===== src/rtl/rr_grant_sequencer.sv =====
// Round-robin grant sequencer for 8 requesters.
// Issues one registered grant index at a time, holds it until the holder
// releases, withdraws its request or overstays MAX_HOLD cycles, then inserts
// one dead cycle before the next arbitration. A rotating pointer gives
// fairness: the requester after the last holder gets first look next time.
// `release` is a reserved word in SystemVerilog, so the holder's release
// input is named gnt_release.
module rr_grant_sequencer #(
    parameter int MAX_HOLD = 16,  // 0 disables the hold timeout
    parameter int CNT_W    = 8    // MAX_HOLD must fit in CNT_W bits
) (
    input  logic       clk,
    input  logic       rst_n,
    input  logic [7:0] req,
    input  logic       gnt_release,
    output logic [2:0] gnt_idx,
    output logic       gnt_valid,
    output logic       timeout,
    output logic [2:0] ptr
);

    localparam logic [1:0] IDLE  = 2'd0;
    localparam logic [1:0] GRANT = 2'd1;
    localparam logic [1:0] GAP   = 2'd2;

    localparam logic             TIMEOUT_EN = (MAX_HOLD > 0);
    localparam logic [CNT_W-1:0] HOLD_LAST  = (MAX_HOLD > 0) ? CNT_W'(MAX_HOLD - 1) : '0;

    logic [1:0]       state;
    logic [CNT_W-1:0] hold_cnt;
    logic [2:0]       pick_idx;
    logic             pick_hit;
    logic             exit_rel;
    logic             exit_wd;
    logic             exit_to;
    logic             grant_exit;
    logic             timeout_hit;

    // Rotating-priority search: lowest offset from ptr with a request wins
    always_comb begin
        pick_idx = ptr;
        pick_hit = 1'b0;
        for (int i = 7; i >= 0; i--) begin
            if (req[ptr + 3'(i)]) begin
                pick_idx = ptr + 3'(i);
                pick_hit = 1'b1;
            end
        end
    end

    // Grant exit conditions in priority order: release, withdrawal, timeout
    always_comb begin
        exit_rel    = gnt_release;
        exit_wd     = !req[gnt_idx];
        exit_to     = TIMEOUT_EN && (hold_cnt == HOLD_LAST);
        grant_exit  = exit_rel || exit_wd || exit_to;
        // A timeout only counts when nothing of higher priority ended the grant
        timeout_hit = exit_to && !exit_rel && !exit_wd;
    end

    // Sequencer state, grant registers, hold counter and rotating pointer
    always_ff @(posedge clk or negedge rst_n) begin
        if (!rst_n) begin
            state     <= IDLE;
            gnt_idx   <= 3'd0;
            gnt_valid <= 1'b0;
            timeout   <= 1'b0;
            ptr       <= 3'd0;
            hold_cnt  <= '0;
        end else begin
            timeout <= 1'b0;
            case (state)
                IDLE: begin
                    if (pick_hit) begin
                        gnt_idx   <= pick_idx;
                        gnt_valid <= 1'b1;
                        hold_cnt  <= '0;
                        state     <= GRANT;
                    end else begin
                        gnt_valid <= 1'b0;
                    end
                end
                GRANT: begin
                    hold_cnt <= hold_cnt + CNT_W'(1);
                    if (grant_exit) begin
                        gnt_valid <= 1'b0;
                        ptr       <= gnt_idx + 3'd1;
                        timeout   <= timeout_hit;
                        state     <= GAP;
                    end
                end
                GAP: begin
                    // Dead cycle keeps the downstream decoder all-inactive between grants
                    gnt_valid <= 1'b0;
                    state     <= IDLE;
                end
                default: begin
                    gnt_valid <= 1'b0;
                    state     <= IDLE;
                end
            endcase
        end
    end

endmodule

===== config.mk =====
export PLATFORM = sky130hd
export DESIGN_NAME = rr_grant_sequencer
export DESIGN_NICKNAME = d
export VERILOG_FILES = /design/src/rtl/rr_grant_sequencer.sv
export SDC_FILE = /design/constraint.sdc
export NUM_CORES = 1
export LEC_CHECK = 0
export CORE_ASPECT_RATIO = 1.2
export CORE_UTILIZATION = 30
export CTS_BUF_LIST = sky130_fd_sc_hd__clkbuf_8
export DETAILED_ROUTE_END_ITERATION = 7
export PLACE_DENSITY = 0.55
export SETUP_SLACK_MARGIN = 0.05
export SLEW_MARGIN = 20
export SYNTH_ARGS = -nofsm -noshare
export SYNTH_HDL_FRONTEND = slang
export SYNTH_SLANG_ARGS = --single-unit

===== constraint.sdc =====
create_clock -name clk -period 2.8 [get_ports clk]
set_input_delay 0.28 -clock clk [delete_from_list [all_inputs] [get_ports clk]]
set_output_delay 0.28 -clock clk [all_outputs]
set_load 0.01 [all_outputs]

# --- After elaboration in Yosys (flattened, before gate mapping) ---
# Cells that the tools add are included.
classes:
  n_mux: 44
  eq_ne: 4
  n_addsub: 9
  n_reduce_logical: 12
  n_lt_le_gt_ge: 9
op_table:
  columns: ["operator", "n"]
  rows:
  - ["less-than comparator 3 x 4 -> 1 bit, second input constant", 9]
  - ["binary-select mux 1 bit (select 3 bit)", 9]
  - ["2-to-1 mux 3 bit", 8]
  - ["2-to-1 mux 1 bit", 21]
  - ["case mux 8 bit (2 select lines)", 1]
  - ["adder 3 bit, second input constant", 4]
  - ["adder 8 x 1 -> 8 bit, second input constant", 1]
  - ["== test 8 x 4 -> 1 bit, second input constant", 1]
  - ["2-to-1 mux 8 bit", 1]
  - ["AND reduction 2 bit", 4]
  - ["adder 3 x 1 -> 3 bit, second input constant", 2]
  - ["adder 3 x 2 -> 3 bit, second input constant", 2]
  - ["2-to-1 mux 2 bit", 2]
  - ["inequality test 2 bit, second input constant", 2]
  - ["case mux 2 bit (2 select lines)", 1]
  - ["== test 2 x 1 -> 1 bit, second input constant", 1]
  - ["logical AND 1 bit", 2]
  - ["zero test 1 bit", 2]
  - ["zero test 2 bit", 1]
  - ["logical OR 1 bit", 2]
  - ["case mux 1 bit (2 select lines)", 1]
  - ["nonzero test 2 bit", 1]
totals:
  in_bits: 11
  reg_bits: 18
  out_inout_bits: 8
  elab_cells: 84

# --- Logic depth before layout (Yosys ltp) ---
# Gate-level depths: netlist of run 1.
depth:
  word_depth: 13
  ltp_mapped: 11
  ltp_nobuf: 8

# --- Worst setup path before layout of run 1 ---
# OpenSTA, ideal clock, no wires.
synth_timing:
  path_type: "reg2reg"
  startpoint: "reg ptr[1]"
  endpoint: "reg gnt_idx[1]"
  path_stages_with_launch: 12
  path_buffers: 3
  path_slack_ps: -108
  t_required_ps: 2671
  arrival_ps: 2779
  setup_time_ps: 129
  synth_period_minus_slack_ps: 2908
  path_cell_list: "dfrtp_1 > buf_6 > clkbuf_1 > inv_1 > ha_1 > clkbuf_1 > mux4_2 > mux2i_4 > o21ai_0 > a2111oi_0 > o211a_1 > nor4_2"
synth_via:
  elab_chain_cells: 12
  word_cells_on_any_way: 40
  classes_between: "add/sub: 7; mux: 32; reduce/logical: 1"
synth_rtl:
  columns: ["element", "line", "text"]
  rows:
  - ["from (decl)", "19", "output logic [2:0] ptr"]
  - ["from (signal assigned)", "87", "ptr <= gnt_idx + 3'd1;"]
  - ["adder 3 bit", "44, 45", null]
  - ["binary-select mux 1 bit (select 3 bit)", "44", "if (req[ptr + 3'(i)]) begin"]
  - ["2-to-1 mux 1 bit (implied by the code)", "44", null]
  - ["2-to-1 mux 1 bit (8 in series)", "44", null]
  - ["AND reduction 2 bit (no source line)", null, null]
  - ["to (signal assigned)", "75", "gnt_idx <= pick_idx;"]
  - ["to (decl)", "16", "output logic [2:0] gnt_idx,"]
# Parallel ways exist; a longest one is shown, timed or not. The select of a mux whose other input is x is not followed.
# A chain may end at the register's enable or synchronous reset.

# --- Worst setup path after layout of run 1 ---
layout_timing:
  startpoint: "reg ptr[0]"
  endpoint: "reg gnt_idx[1]"
# The elaborated chain is that of the path after synthesis.

==> results.md, run 1 <==
* Crit path buf inv count at 1
* Synth top area share at 0.275
* Met2 WL at around 1900 um
* Final Skew at between 8 and 9 ps
* Most common cell after layout, fill and taps aside: nand2_1
* Post-route worst setup slack at roughly 220 ps
* Initial Util at 0.312
* CP cell instances: buf_12 > mux4_1 > mux2i_2 > o21ai_0 > a2111oi_1 > o211a_1 > nor4_2
* Non-Filler Instances at around 260
* Xor and xnor area share after synthesis at 0.0321
* Hold crit path type: reg2reg
* Gp weighted congestion at 0.865
* Power density over cell area at 1310 nW/um^2
* CP max stage delay at roughly 720 ps
* H-tree levels at 1
* Die width at 69.5 um
* # rows at 29
* Synth Instances at 174
* CTS tree: yes
* TritonRoute pass-1 iters at 6
* VDD IR max at 0.527 mV
* Nets at 210
* Hpwl dp at 3070 um
* Area Overhead vs Synth at 20.4%
* Syn_nets at between 150 and 200
* Min Hold Slack at between 400 and 500 ps
* Final wirelength at 4120 um
* Fin. max-slew vios at 0
* Max clock buf depth at 2
* CTS buffer count at 3
* Crit Path Category: reg2reg
* Ports at 19
* Hold Buf Count CTS at 0
* Logic pwr share at 0.736
* Internal Power at 1.34 mW
* Synth Register Bits at 18
* Number of diodes at 0
* Via count at 1483
* Routed len/inst at between 15 and 20 um
* Adder-cell share of the synthesized area at 0.0305
* Clock Sinks at 18
* Final setup viols at 0
* Synth Area in Simple Gates at 0.175
* Synth Area in Compound Gates at 0.178
* Cell area after synthesis at between 1500 and 2000 sq um
* Worst EP arrival at around 2700 ps
* Worst-path clk slew at ~80 ps
* Clock share of power at 0.084
* Final Cycle Share at 0.922
* Setup repair bufs after CTS at 0
* Switching Power at about 1.2 mW
* Fmax at 387 MHz
* Min Clock Period, post-route at between 2000 and 3000 ps
* Commonest cells after routing, fill and taps aside: nand2_1 (19), clkdlybuf4s50_1 (18), dfrtp_1 (17), nor2_1 (13)
* First-pass GRT wire length at around 7000 um
* # Max-Cap Violations at 0
* Distinct cells, synth at 42
* Sw Share at 0.481
* Avg Inst Size Synth at 9.42 sq um
* Die ar. at a little under 6000 sq um
* Synth Warn # at 0
* DRT iter0 DRCs at 53
* Total GRT Usage at 0.148
* Fill count at 524
* Maximum fanout along the worst path at 9
* Core Area at 5260 sq um
* CP Launch Type: register
* Fraction of layout cells with a size suffix above 1 at 0.144
* Post-synthesis mux area share at 0.254
* CP required at ~3000 ps
* Area leader, netlist: dfrtp_1
* Number of global-route vias before repair at around 1400
* CP endpoint kind: register
* Routed wl met3 at ~160 um
* Top post-synthesis cells by area: dfrtp_1 (27%), mux4_2 (12%), mux2i_1 (5.5%), mux4_1 (4.8%), nand2_1 (4.4%)
* Fin Setup TNS at 0 ps
* Initial antenna violation count at 0
* DR DRC count at 1
* Slew margin rel. at 0.422
* Total grt overflow at 0
* Die Y at approximately 83 um
* Pre-CTS WS at -22.8 ps
* EDFF count, synth at 0
* Outcome: finished, violations left
* Crit path max-delay family: multiplexers
* Largest net degree at the start of global routing at 19
* Synth Flop Type: dfrtp_1
* Post-CTS resize count at 0
* Tot Pwr at about 2.6 mW
* RSZ-0062 raised after global routing: no
* Hold Vio Cnt, Final at 0
* Worst-Skew Late Latency at 260 ps
* Slowest-stage cell, CP: mux4_1
* Failing checks: DRC
* I/O Buffers at 18
* Share of the yosys chip area belonging to registers at 0.275
* Antenna-violating nets left at 0
* Tightest Pin Transition at 864 ps
* Root Buffer: clkbuf_8
* Placed cells at ~250
* Seq pwr share at 0.180
* Largest family of logic cells by synthesized area: multiplexers
* Ys async rst share at 1.00
* Highest Signal Layer: met4
* Met1 wire length at approximately 2100 um
* Leakage at between 0.8 and 0.9 nW
* Vias per inst at just under 6
==> sequential cells by signal, summed over array words and instances, names as in the netlist <==
name	flops
gnt_valid	1
ptr	3
gnt_idx	3
state	2
hold_cnt	8
timeout	1
==> synthesized netlist by cell type, types with 6 or more instances <==
master	instances
mux4_2	9
mux2i_1	9
nand3_1	9
nand2_1	19
nor2_1	13
a31oi_1	6
dfrtp_1	18
inv_1	11
o21ai_0	11
a21oi_1	7
clkbuf_1	6
==> per-layer routing <==
metal | track usage | vias to the layer above
met4 | 0.0334 | 0
met5 | 0 | -
met2 | 0.229 | 45
li1 | - | 701
met3 | 0.0267 | 4
met1 | 0.215 | 733
==> cells by family after synthesis <==
group	after synthesis
AOI/OAI and AO/OA	44
muxes	24
adders and majority gates	4
xor gates and xnor gates	6
buffers and inverters	20
and+or+nand+nor	58
DFF	18
==> worst register-to-register path, stage by stage (launching register included) <==
cell and delay (ps):
dfrtp_2 440, buf_12 150, mux4_1 720, mux2i_2 260
o21ai_0 160, a2111oi_1 450, o211a_1 240, nor4_2 50
==> power by group through the flow <==
| stage | logic, mW | registers, mW | clock network [mW] |
|---|---|---|---|
| final | 1.90 | 0.466 | 0.216 |
| after global routing | 2.09 | 0.483 | 0.242 |
| after CTS | 1.88 | 0.466 | 0.221 |
| after detailed placement | 1.87 | 0.470 | 0 |
| after global placement | 1.88 | 0.469 | 0 |
| after floorplan | 1.37 | 0.449 | 0 |
==> worst paths after layout <==
check | start | end | slack, ps | cells past startpoint
hold reg to reg | hold_cnt[2] | hold_cnt[2] | 500 | 1
min in group asynchronous | rst_n | hold_cnt[3] | 510 | 1
hold / removal | hold_cnt[2] | hold_cnt[2] | 500 | 1
max in group asynchronous | rst_n | ptr[0] | 1690 | 1
setup / recovery | ptr[0] | gnt_idx[1] | 220 | 7
setup reg to reg | ptr[0] | gnt_idx[1] | 220 | 7
==> cell type report <==
cell class / instances / area, sq um / area share
Clock buffer: 4 / 55.1 / 0.0279
Inverter: 11 / 41.3 / 0.0209
Multi-Input combinational cell: 136 / 1100 / 0.559
Sequential cell: 18 / 452 / 0.229
Timing Repair Buffer: 25 / 245 / 0.124
Tap cell: 62 / 77.6 / 0.0393
==> through the flow <==
| stage | utilization | cell area, sq um |
|---|---|---|
| detailed placement | 0.363 | 1910 |
| global placement | 0.363 | 1910 |
| floorplan | - | 1640 |
| global route | 0.375 | 1970 |
| finish | 0.375 | 1970 |
| CTS | 0.374 | 1970 |
Note: power is estimated with default switching activity, not from simulation.
==> run 2: changes to the inputs <==
--- a/config.mk
+++ b/config.mk
@@ -6,6 +6,7 @@
 export NUM_CORES = 1
 export LEC_CHECK = 0
 export CORE_ASPECT_RATIO = 1.2
+export CORE_MARGIN = 1
 export CORE_UTILIZATION = 30
 export CTS_BUF_LIST = sky130_fd_sc_hd__clkbuf_8
 export DETAILED_ROUTE_END_ITERATION = 7
==> results of run 2 <==
The final DEF is identical to that of run 1; final timing and power are the same.
==> run 3: changes to the inputs <==
--- a/config.mk
+++ b/config.mk
@@ -9,6 +9,7 @@
 export CORE_MARGIN = 1
 export CORE_UTILIZATION = 30
 export CTS_BUF_LIST = sky130_fd_sc_hd__clkbuf_8
+export CTS_CLUSTER_SIZE = 24
 export DETAILED_ROUTE_END_ITERATION = 7
 export PLACE_DENSITY = 0.55
 export SETUP_SLACK_MARGIN = 0.05
==> results of run 3 <==
The final DEF is identical to that of run 1; final timing and power are the same.
